[src/rtl/game_board_renderer.sv]
// game_board_renderer
// Graphic stage of the snake game. Maps the VGA pixel counters onto a grid of
// BLOCK_SIZE x BLOCK_SIZE blocks, classifies each block (head, tail, body,
// fruit, empty) and emits the 2-bit colour code read from the symbol ROM.
// Body coordinates are loaded into a double-buffered list; a row scanner
// pre-computes a ping-pong row mask one block row ahead of the beam.
//
// Ports:
//   clock_25, reset                 pixel clock, async active-high reset
//   X, Y                            screen pixel counters
//   snake_head_x/y, fruit_x/y       head and fruit block coordinates
//   snake_length                    body entries incl. tail (head excluded)
//   body_load/valid/x/y/commit      shadow-list load port, body_ready back
//   body_overflow                   sticky, more than LEN_MAX entries offered
//   selected_figure/selected_symbol symbol ROM address / data
//   game_area, game_enable, game_data  pixel outputs, 3 clocks after X/Y
//
// Optional: define GRID_BORDER_EN to draw a one-pixel ring around the grid.
module game_board_renderer #(
  parameter int unsigned BLOCK_SIZE = 5,
  parameter int unsigned GRID_W     = 124,
  parameter int unsigned GRID_H     = 81,
  parameter int unsigned X_OFF      = 58,
  parameter int unsigned Y_OFF      = 43,
  parameter int unsigned H_TOTAL    = 800,
  parameter int unsigned PIX_BITS   = 10,
  parameter int unsigned COORD_BITS = 7,
  parameter int unsigned LEN_MAX    = 64,
  parameter int unsigned LEN_BITS   = 7
) (
  input  logic                                  clock_25,
  input  logic                                  reset,
  input  logic [PIX_BITS-1:0]                   X,
  input  logic [PIX_BITS-1:0]                   Y,
  input  logic [COORD_BITS-1:0]                 snake_head_x,
  input  logic [COORD_BITS-1:0]                 snake_head_y,
  input  logic [COORD_BITS-1:0]                 fruit_x,
  input  logic [COORD_BITS-1:0]                 fruit_y,
  input  logic [LEN_BITS-1:0]                   snake_length,
  input  logic                                  body_load,
  input  logic                                  body_valid,
  output logic                                  body_ready,
  input  logic [COORD_BITS-1:0]                 body_x,
  input  logic [COORD_BITS-1:0]                 body_y,
  input  logic                                  body_commit,
  output logic                                  body_overflow,
  output logic [1:0]                            selected_figure,
  input  logic [2*BLOCK_SIZE*BLOCK_SIZE-1:0]    selected_symbol,
  output logic                                  game_area,
  output logic                                  game_enable,
  output logic [1:0]                            game_data
);

  localparam int unsigned SQ      = BLOCK_SIZE * BLOCK_SIZE;
  localparam int unsigned SYM_W   = 2 * SQ;
  localparam int unsigned X_END   = X_OFF + GRID_W * BLOCK_SIZE;
  localparam int unsigned Y_END   = Y_OFF + GRID_H * BLOCK_SIZE;
  localparam int unsigned SCAN_Y0 = Y_OFF - BLOCK_SIZE;
  localparam int unsigned LOC_W   = (BLOCK_SIZE > 1) ? $clog2(BLOCK_SIZE) : 1;
  localparam int unsigned BIT_W   = $clog2(SYM_W);
  localparam int unsigned IDX_W   = (LEN_MAX > 1) ? $clog2(LEN_MAX) : 1;
  localparam int unsigned PTR_W   = $clog2(LEN_MAX + 1);

  localparam logic [1:0] FIG_HEAD   = 2'd0;
  localparam logic [1:0] FIG_BODY   = 2'd1;
  localparam logic [1:0] FIG_TAIL   = 2'd2;
  localparam logic [1:0] FIG_FRUIT  = 2'd3;
  localparam logic [1:0] CODE_BODY  = 2'd1;
  localparam logic [1:0] CODE_TAIL  = 2'd2;

  typedef enum logic [1:0] {
    SCAN_IDLE,
    SCAN_CLEAR,
    SCAN_WALK
  } scan_state_t;

  // ---------------------------------------------------------------------------
  // State
  // ---------------------------------------------------------------------------
  scan_state_t                 scan_state, scan_nxt_c;
  logic [COORD_BITS-1:0]       scan_row;
  logic                        scan_bank;
  logic [LEN_BITS-1:0]         scan_idx;
  logic                        front_sel;
  logic [1:0]                  row_mask [2][GRID_W];

  logic                        act_bank;
  logic                        commit_pending;
  logic [LEN_BITS-1:0]         len_lat;
  logic [PTR_W-1:0]            wr_ptr;
  logic [COORD_BITS-1:0]       bank_x [2][LEN_MAX];
  logic [COORD_BITS-1:0]       bank_y [2][LEN_MAX];

  logic                        s1_area, s1_en, s1_border;
  logic [1:0]                  s1_fig;
  logic [LOC_W-1:0]            s1_xl, s1_yl;
  logic                        s2_area, s2_en, s2_border;
  logic [BIT_W-1:0]            s2_base;

  // ---------------------------------------------------------------------------
  // Pixel decode: block/local counters and line-level events
  // ---------------------------------------------------------------------------
  logic [PIX_BITS-1:0] x_rel_c, y_rel_c, ys_rel_c;
  logic [PIX_BITS-1:0] bx_c, by_c, xl_c, yl_c;
  logic                in_x_c, in_y_c, in_grid_c, border_c;
  logic                frame_start_c, row_swap_c, scan_start_c;
  logic [COORD_BITS-1:0] scan_row_c;

  always_comb begin
    x_rel_c   = X - PIX_BITS'(X_OFF);
    y_rel_c   = Y - PIX_BITS'(Y_OFF);
    ys_rel_c  = Y - PIX_BITS'(SCAN_Y0);
    bx_c      = x_rel_c / PIX_BITS'(BLOCK_SIZE);
    by_c      = y_rel_c / PIX_BITS'(BLOCK_SIZE);
    xl_c      = x_rel_c % PIX_BITS'(BLOCK_SIZE);
    yl_c      = y_rel_c % PIX_BITS'(BLOCK_SIZE);
    in_x_c    = (X >= PIX_BITS'(X_OFF)) && (X < PIX_BITS'(X_END));
    in_y_c    = (Y >= PIX_BITS'(Y_OFF)) && (Y < PIX_BITS'(Y_END));
    in_grid_c = in_x_c && in_y_c;
`ifdef GRID_BORDER_EN
    border_c  = !in_grid_c
              && (X >= PIX_BITS'(X_OFF - 1)) && (X <= PIX_BITS'(X_END))
              && (Y >= PIX_BITS'(Y_OFF - 1)) && (Y <= PIX_BITS'(Y_END));
`else
    border_c  = 1'b0;
`endif
    frame_start_c = (X == '0) && (Y == '0);
    // Front mask takes over on the first line of every block row.
    row_swap_c    = (X == '0) && in_y_c && (yl_c == '0);
    // Mask for row r is built during the first line of row r-1.
    scan_start_c  = (X == '0) && (Y >= PIX_BITS'(SCAN_Y0))
                  && (Y < PIX_BITS'(Y_END - BLOCK_SIZE))
                  && ((ys_rel_c % PIX_BITS'(BLOCK_SIZE)) == '0);
    scan_row_c    = COORD_BITS'(ys_rel_c / PIX_BITS'(BLOCK_SIZE));
  end

  // ---------------------------------------------------------------------------
  // Figure classification: head > tail > body > fruit > empty
  // ---------------------------------------------------------------------------
  logic [1:0] code_c, fig_c;
  logic       en_c, hit_head_c, hit_fruit_c;

  always_comb begin
    code_c      = 2'b00;
    fig_c       = FIG_HEAD;
    en_c        = 1'b0;
    hit_head_c  = (bx_c == PIX_BITS'(snake_head_x)) && (by_c == PIX_BITS'(snake_head_y));
    hit_fruit_c = (bx_c == PIX_BITS'(fruit_x)) && (by_c == PIX_BITS'(fruit_y));
    if (in_grid_c) begin
      code_c = row_mask[front_sel][COORD_BITS'(bx_c)];
      if (hit_head_c) begin
        fig_c = FIG_HEAD;
        en_c  = 1'b1;
      end else if (code_c == CODE_TAIL) begin
        fig_c = FIG_TAIL;
        en_c  = 1'b1;
      end else if (code_c == CODE_BODY) begin
        fig_c = FIG_BODY;
        en_c  = 1'b1;
      end else if (hit_fruit_c) begin
        fig_c = FIG_FRUIT;
        en_c  = 1'b1;
      end
    end
  end

  // Bit offset of the current pixel inside the symbol word; pixel 0 is the MSBs.
  int unsigned      pix_idx_c;
  logic [BIT_W-1:0] base_c;

  always_comb begin
    pix_idx_c = 32'(s1_yl) * BLOCK_SIZE + 32'(s1_xl);
    base_c    = BIT_W'(2 * (SQ - 1 - pix_idx_c));
  end

  // ---------------------------------------------------------------------------
  // Three-stage pixel pipeline
  // ---------------------------------------------------------------------------
  always_ff @(posedge clock_25 or posedge reset) begin
    if (reset) begin
      s1_area         <= 1'b0;
      s1_en           <= 1'b0;
      s1_border       <= 1'b0;
      s1_fig          <= 2'b00;
      s1_xl           <= '0;
      s1_yl           <= '0;
      s2_area         <= 1'b0;
      s2_en           <= 1'b0;
      s2_border       <= 1'b0;
      s2_base         <= '0;
      selected_figure <= 2'b00;
      game_area       <= 1'b0;
      game_enable     <= 1'b0;
      game_data       <= 2'b00;
    end else begin
      s1_area         <= in_grid_c;
      s1_en           <= en_c;
      s1_border       <= border_c;
      s1_fig          <= en_c ? fig_c : 2'b00;
      s1_xl           <= LOC_W'(xl_c);
      s1_yl           <= LOC_W'(yl_c);
      s2_area         <= s1_area;
      s2_en           <= s1_en;
      s2_border       <= s1_border;
      s2_base         <= base_c;
      selected_figure <= s1_fig;
      game_area       <= s2_area;
      game_enable     <= s2_en || s2_border;
      if (s2_en) begin
        game_data <= selected_symbol[s2_base +: 2];
      end else if (s2_border) begin
        game_data <= 2'b11;
      end else begin
        game_data <= 2'b00;
      end
    end
  end

  // ---------------------------------------------------------------------------
  // Row scanner FSM: clear back mask, then walk the active list
  // ---------------------------------------------------------------------------
  logic [COORD_BITS-1:0] ent_x_c, ent_y_c;
  logic                  ent_hit_c, ent_last_c, mask_clr_c, mask_wr_c, front_sel_nxt_c;

  always_comb begin
    ent_x_c    = bank_x[act_bank][IDX_W'(scan_idx)];
    ent_y_c    = bank_y[act_bank][IDX_W'(scan_idx)];
    ent_hit_c  = (ent_y_c == scan_row) && (32'(ent_x_c) < GRID_W);
    ent_last_c = (scan_idx == (len_lat - LEN_BITS'(1)));
    front_sel_nxt_c = row_swap_c ? ~front_sel : front_sel;
  end

  always_ff @(posedge clock_25 or posedge reset) begin
    if (reset) begin
      scan_state <= SCAN_IDLE;
    end else begin
      scan_state <= scan_nxt_c;
    end
  end

  always_comb begin
    scan_nxt_c = scan_state;
    mask_clr_c = 1'b0;
    mask_wr_c  = 1'b0;
    case (scan_state)
      SCAN_IDLE: ;
      SCAN_CLEAR: begin
        mask_clr_c = 1'b1;
        scan_nxt_c = (len_lat == '0) ? SCAN_IDLE : SCAN_WALK;
      end
      SCAN_WALK: begin
        mask_wr_c = ent_hit_c && !scan_start_c;
        if (ent_last_c) begin
          scan_nxt_c = SCAN_IDLE;
        end
      end
      default: scan_nxt_c = SCAN_IDLE;
    endcase
    if (scan_start_c) begin
      scan_nxt_c = SCAN_CLEAR;
    end
  end

  // Scanner datapath and ping-pong row masks.
  always_ff @(posedge clock_25 or posedge reset) begin
    if (reset) begin
      scan_row  <= '0;
      scan_bank <= 1'b0;
      scan_idx  <= '0;
      front_sel <= 1'b0;
      for (int b = 0; b < 2; b++) begin
        for (int c = 0; c < int'(GRID_W); c++) begin
          row_mask[b][c] <= 2'b00;
        end
      end
    end else begin
      front_sel <= front_sel_nxt_c;
      if (scan_start_c) begin
        scan_row  <= scan_row_c;
        scan_bank <= ~front_sel_nxt_c;
        scan_idx  <= '0;
      end else if (scan_state == SCAN_WALK) begin
        scan_idx <= scan_idx + LEN_BITS'(1);
      end
      if (mask_clr_c) begin
        for (int c = 0; c < int'(GRID_W); c++) begin
          row_mask[scan_bank][c] <= 2'b00;
        end
      end else if (mask_wr_c) begin
        row_mask[scan_bank][ent_x_c] <= ent_last_c ? CODE_TAIL : CODE_BODY;
      end
    end
  end

  // ---------------------------------------------------------------------------
  // Load port, commit handshake and frame-start bank swap
  // ---------------------------------------------------------------------------
  logic commit_nxt_c, swap_bank_c, accept_load_c, accept_wr_c, wr_room_c;

  always_comb begin
    commit_nxt_c  = commit_pending;
    swap_bank_c   = 1'b0;
    if (frame_start_c && commit_pending) begin
      swap_bank_c  = 1'b1;
      commit_nxt_c = 1'b0;
    end else if (body_commit) begin
      commit_nxt_c = 1'b1;
    end
    accept_load_c = body_load && !commit_pending;
    accept_wr_c   = body_valid && body_ready && !commit_pending && !accept_load_c;
    wr_room_c     = (wr_ptr < PTR_W'(LEN_MAX));
  end

  always_ff @(posedge clock_25 or posedge reset) begin
    if (reset) begin
      act_bank       <= 1'b0;
      commit_pending <= 1'b0;
      body_ready     <= 1'b1;
      len_lat        <= '0;
      wr_ptr         <= '0;
      body_overflow  <= 1'b0;
    end else begin
      commit_pending <= commit_nxt_c;
      body_ready     <= !commit_nxt_c;
      if (swap_bank_c) begin
        act_bank <= ~act_bank;
      end
      if (frame_start_c) begin
        len_lat <= (snake_length > LEN_BITS'(LEN_MAX)) ? LEN_BITS'(LEN_MAX) : snake_length;
      end
      if (accept_load_c) begin
        wr_ptr        <= '0;
        body_overflow <= 1'b0;
      end else if (accept_wr_c) begin
        if (wr_room_c) begin
          wr_ptr <= wr_ptr + PTR_W'(1);
        end else begin
          body_overflow <= 1'b1;
        end
      end
    end
  end

  // Shadow list storage; contents need no reset.
  always_ff @(posedge clock_25) begin
    if (accept_wr_c && wr_room_c) begin
      bank_x[~act_bank][IDX_W'(wr_ptr)] <= body_x;
      bank_y[~act_bank][IDX_W'(wr_ptr)] <= body_y;
    end
  end

endmodule
[config.mk]
export PLATFORM = sky130hd
export DESIGN_NAME = game_board_renderer
export DESIGN_NICKNAME = d
export VERILOG_FILES = /design/src/rtl/game_board_renderer.sv
export SDC_FILE = /design/constraint.sdc
export NUM_CORES = 2
export LEC_CHECK = 0
export ABC_CLOCK_PERIOD_IN_PS = 53500
export CAP_MARGIN = 20
export CORE_ASPECT_RATIO = 0.75
export CORE_UTILIZATION = 30
export CTS_BUF_LIST = sky130_fd_sc_hd__clkbuf_4 sky130_fd_sc_hd__clkbuf_8
export DETAILED_ROUTE_END_ITERATION = 12
export GPL_TIMING_DRIVEN = 0
export PLACE_DENSITY = 0.44
export SYNTH_ARGS = -nofsm -noshare
export SYNTH_HDL_FRONTEND = slang
export SYNTH_SLANG_ARGS = --single-unit
export TNS_END_PERCENT = 30
[constraint.sdc]
create_clock -name clock_25 -period 53.5 [get_ports clock_25]
set_input_delay 5.35 -clock clock_25 [delete_from_list [all_inputs] [get_ports clock_25]]
set_output_delay 5.35 -clock clock_25 [all_outputs]
set_load 0.005 [all_outputs]
* Word-level counts from Yosys, hierarchy flattened
Memories as Yosys holds them, arrays and structs flattened.
Index checks and enable logic that the tools add are counted.
** Storage, ports and cells
- Register bits :: 555
- Bits in latches :: 0
- Bits in writable memories :: 1792
- Bits in read-only memories :: 0
- Input port bits :: 124
- Output and inout bits :: 8
- Memories kept :: 2
** Cells by class
- Add/sub/neg operators :: 8
- Multipliers :: 1
- Div/mod/pow operators :: 6
- Order comparisons :: 18
- Equality and inequality tests :: 13
- Shifts and indexed selects :: 1
- Mux-type cells :: 303
- Bitwise gates (word level) :: 257
- Reductions and logical operators :: 39
** Memory list
- bank_x :: words 2, bits a word 448, read ports 1, clocked after memory_dff 0, write ports 1, line 91 : logic [COORD_BITS-1:0] bank_x [2][LEN_MAX];
- bank_y :: words 2, bits a word 448, read ports 1, clocked after memory_dff 0, write ports 1, line 92 : logic [COORD_BITS-1:0] bank_y [2][LEN_MAX];
** Operators by type and width (number)
- $and A496 B496 Y496 :: 124
- $not A496 Y496 :: 124
- $demux W248 S1 :: 125
- $mux W248 :: 5
- $mux W496 :: 2
- $bwmux W496 :: 1
- $mux W448 :: 1
- $mux W246 :: 1
- $mux W244 :: 1
- $mux W242 :: 1
- $mux W240 :: 1
- $mux W238 :: 1
- $mux W236 :: 1
- $mux W234 :: 1
- $mux W232 :: 1
- $mux W230 :: 1
- $mux W228 :: 1
- $mux W226 :: 1
- $mux W224 :: 1
- $mux W222 :: 1
- $mux W220 :: 1
- $mux W218 :: 1
- $mux W216 :: 1
- $mux W214 :: 1
- other kinds (150) :: 247

* Longest topological paths before layout
- Depth after elaboration :: 131
- Depth in mapped cells :: 37
- Depth with buffers taken out :: 29

* Worst setup path after synthesis
Ideal clock, no wire load.
- Kind :: input to register
- Start :: input port X[1]
- End :: register s1_en
- Library setup time :: 0.131 ns
- Data arrival time :: 12.691 ns
- Data required time :: 53.369 ns
- Setup slack :: 40.678 ns
- Stages on the path :: 34
- Path buffers :: 7
- Cell sequence :: buf_6 buf_6 inv_1 ha_1 nand3b_1 xnor2_2 nor3b_1 a41oi_1 a2bb2oi_1 nand3_1 a221oi_1 nand3_1 nand2_1 ha_1 a21oi_2 a211oi_2 buf_2 buf_2 buf_1 xnor2_1 ha_1 inv_1 nor2_1 or3_1 nand3_1 buf_2 buf_4 mux4_2 mux2i_1 o21ai_0 a221oi_1 a211oi_1 nor4b_1 nor3_2
** Between the ends
- Longest elaborated chain between the ends :: 11
** Ends and longest elaborated chain
- start, declared :: line 33 : input logic [PIX_BITS-1:0] X,
- $sub A10 B6 Y10 :: line 110 : x_rel_c = X - PIX_BITS'(X_OFF);
- $div A10 B3 Y10 :: line 113 : bx_c = x_rel_c / PIX_BITS'(BLOCK_SIZE);
- $not A7 Y8 (not written as such) :: line 150 : code_c = row_mask[front_sel][COORD_BITS'(bx_c)];
- $bmux W2 S7 :: line 150
- $mux W2 (not written as such) (2 in a row) :: line 150
- $eq A2 B1 Y1 :: line 157 : end else if (code_c == CODE_BODY) begin
- $mux W1 :: line 157
- $mux W1 :: line 154 : end else if (code_c == CODE_TAIL) begin
- $mux W1 :: line 151 : if (hit_head_c) begin
- $mux W1 * :: line 149 : if (in_grid_c) begin
- via en_c :: line 141 : logic en_c, hit_head_c, hit_fruit_c;
- end signal, assigned :: line 197 : s1_en <= en_c;
- end, declared :: line 94 : logic s1_area, s1_en, s1_border;
Mark *: on every way through the listed nets, which the timed path passes. The rest lies on a longest branch. The select of a mux whose other input is x is not followed.
A chain may end at the register's enable or synchronous reset.

* Final worst setup path
Ends and elaborated chain as after synthesis.

==> flow_summary.toml <==
[routing]
drc = 0
drt_wl_total_mm = 443
wire_per_inst_um = 37.2
drt_iter0_markers = 9426
first_pass_iters = 6
ant_nets = 0
viasPerCell = 5.73
routed-via-count = 68322

[clocking]
cts_tree = "yes"
clk_pin_slew_worst_paths_ns = 0.06
hold_buffers = 0
cts_sinks = 2347
ctsResizeCount = 0
clk_latency_ns = 1.06
cts_root_buffer = "clkbuf_8"
cts_setup_buffers = 0
cts_buffer_depth = 4
cts_made_buffers = 404
htreeDepth = 5

[outcome]
status = "finished, final reports clean"

[critical_path]
critical_path_arrival_ns = 18.99
critical_path_required_ns = 54.38
worstPathMaxFanout = 11
rrSetupSlack_ns = 42.62
path_class = "input pin to register"
crit_path_start_kind = "input pin"
worstSetupEndpointType = "register"
cpPeakStageDelay_ns = 1.10
critical-path-slowest-cell = "a211oi_1"

[placement]
gp_congestion = 1.01
place_ws_ns = 35.32
placed_area_sq_um = 114000
hpwlAfterDp_mm = 317
io_buffers = 127
placed_cells = 11181

[sta]
finalCritPeriodShare = 0.339
worst_pin_slew_ns = 1.34
whs_ns = 0.346
timing.setup.tns_ns = 0
rsz0062_at_grt = "false"
hold_viol = 0
min_period_ns = 18.11
setup_viol = 0
drv_slew = 0
max_freq_mhz = 55.2
relSlewSlack = 0.108
fin_skew_ns = 0.125
setup_slack_ns = 35.39

[die]
ios = 132
dieArea_sq_um = 344000
core_area_sq_um = 340000
die_y_um = 508
start_util = 0.302
row_count = 185
die_x_um = 677

[synth]
yosysMostFrequentCell = "edfxtp_1"
netlist.area_leader.share = 0.525
yosysSeqAreaShare = 0.660
synth_commonest_cells = "edfxtp_1 (1792), mux4_2 (693), nand2_1 (657)"
avgSynthCellArea_sq_um = 16.2
synth_cells = 6347
yosys-top-cells-area = "edfxtp_1 (52%), mux4_2 (15%), dfrtp_1 (14%)"
synth_flop_cell = "edfxtp_1"
yosys.cell_types.count = 109
syn_nets = 6504
yosys_warnings = 0
synth_top_area_cell = "edfxtp_1"
synthArstFlopShare = 0.236
syn_area_sq_um = 103000
ys_ff_latch = 2347
synth_edf_count = 1792

[final_layout]
stdcell_count = 11932
multiInputGateArea_sq_um = 33100
fillCellCount = 32083
final_util = 0.360
seq_area_sq_um = 67700
syn_to_final_growth_pct = 19.0
final_cell_area_sq_um = 122000
num-nets-final = 7265
drive_gt1_frac = 0.268

[pwr]
power.density_nw_per_um2 = 45.5
peakVddDrop_mv = 0.0328
leakagePower_nw = 41.1
p_int_mw = 3.43
p_comb_frac = 0.341
pwr-share-clk = 0.300
power_frac_seq = 0.360
switching_power_mw = 2.12
switching_share = 0.382
power.total_mw = 5.55

[global_routing]
grt_pass1_vias = 66051
grt_pass1_wl_mm = 592
grt_overflow = 0
grt_util_all_layers = 0.252
grt_max_degree = 114
antenna_found_initial = 31

[hold_path]
holdCritPathClass = "register to register"

[flow_run]
timing.max_cap.violations = 0
[worst max-delay path: cells and delay by family]
kind,cells,cell delay [ns]
AO/OA/AOI/OAI,12,5.08
AND/OR/NAND/NOR,8,2.44
buffers and inverters,14,4.76
XOR/XNOR,1,0.29
adder cells (fa/ha/maj),3,0.93
[layout make-up]
type                       instances  area share
multi-input combinational       3484       0.271
clock inverter                   128     0.00646
inverter                          93     0.00292
antenna                           19    0.000389
buffer                           423      0.0159
sequential                      2347       0.554
tap                             4488      0.0460
timing repair buffer             355      0.0443
clock buffer                     595      0.0587
[cells in the final DEF (no fill, tap or decap), drive strengths merged, types with 10 or more instances in the layout]
cell type,count
ha,31
mux2i,375
mux4,697
o31ai,66
a31oi,61
o211ai,67
a22oi,19
o22ai,17
nand3b,10
a2111oi,14
dfrtp,554
or3,13
a211oi,29
edfxtp,1792
nor2b,24
clkinv,108
and3,13
mux2,17
a221oi,13
xnor2,78
nand3,149
nor2,408
nand4,64
nand2,657
clkdlybuf4s50,113
or2,27
nor4,23
a21oi,118
buf,397
clkbuf,863
o21a,13
o21ai,200
inv,97
nand2b,18
diode,19
a41oi,16
nor3,51
xor2,30
[cells by family after synthesis]
family	after synthesis	share of synthesized area
flip-flops	2347	0.660
AND/OR/NAND/NOR	1499	0.0642
multiplexers	1089	0.192
AO/OA/AOI/OAI	754	0.0496
buffers and inverters	516	0.0210
XOR/XNOR	109	0.00951
adder cells (fa/ha/maj)	33	0.00417
[per-layer routing]
metal	routed length, um	track usage	up-vias
li1	-	-	26682
met1	203000	0.383	37075
met2	180000	0.349	3895
met3	48100	0.0767	660
met4	12100	0.0623	10
met5	332	0.00550	-
[registers in the layout, summed over array words and instances (netlist names), 2 cells and up]
register         cells
wr_ptr               7
len_lat              7
selected_figure      2
scan_state           2
game_data            2
s1_fig               2
scan_idx             7
s2_base              5
s1_yl                3
s1_xl                3
bank_y             896
row_mask           496
scan_row             7
bank_x             896
[final timing paths]
check,cells past startpoint,to,from
max in group asynchronous,5,row_mask[111]$_DFFE_PP0P_,reset
hold / removal,0,selected_figure[1]$_DFF_PP0_,s1_fig[1]$_DFF_PP0_
min in group asynchronous,2,len_lat[0]$_DFFE_PP0P_,reset
setup reg to reg,17,row_mask[474]$_DFFE_PP0P_,scan_idx[1]$_DFFE_PP0P_
setup / recovery,38,s1_en$_DFF_PP0_,X[1]
hold reg to reg,0,selected_figure[1]$_DFF_PP0_,s1_fig[1]$_DFF_PP0_
[power by group through the flow]
stage | combinational (mW) | sequential [mW] | clock (mW)
3_3_place_gp | 1.76 | 2.04 | 0
5_1_grt | 1.90 | 2.00 | 1.76
2_1_floorplan | 0.793 | 2.03 | 0
3_5_place_dp | 1.83 | 2.03 | 0
6_report | 1.89 | 2.00 | 1.66
4_1_cts | 1.84 | 2.00 | 1.68
No activity file was read; power rests on OpenSTA's default activity.
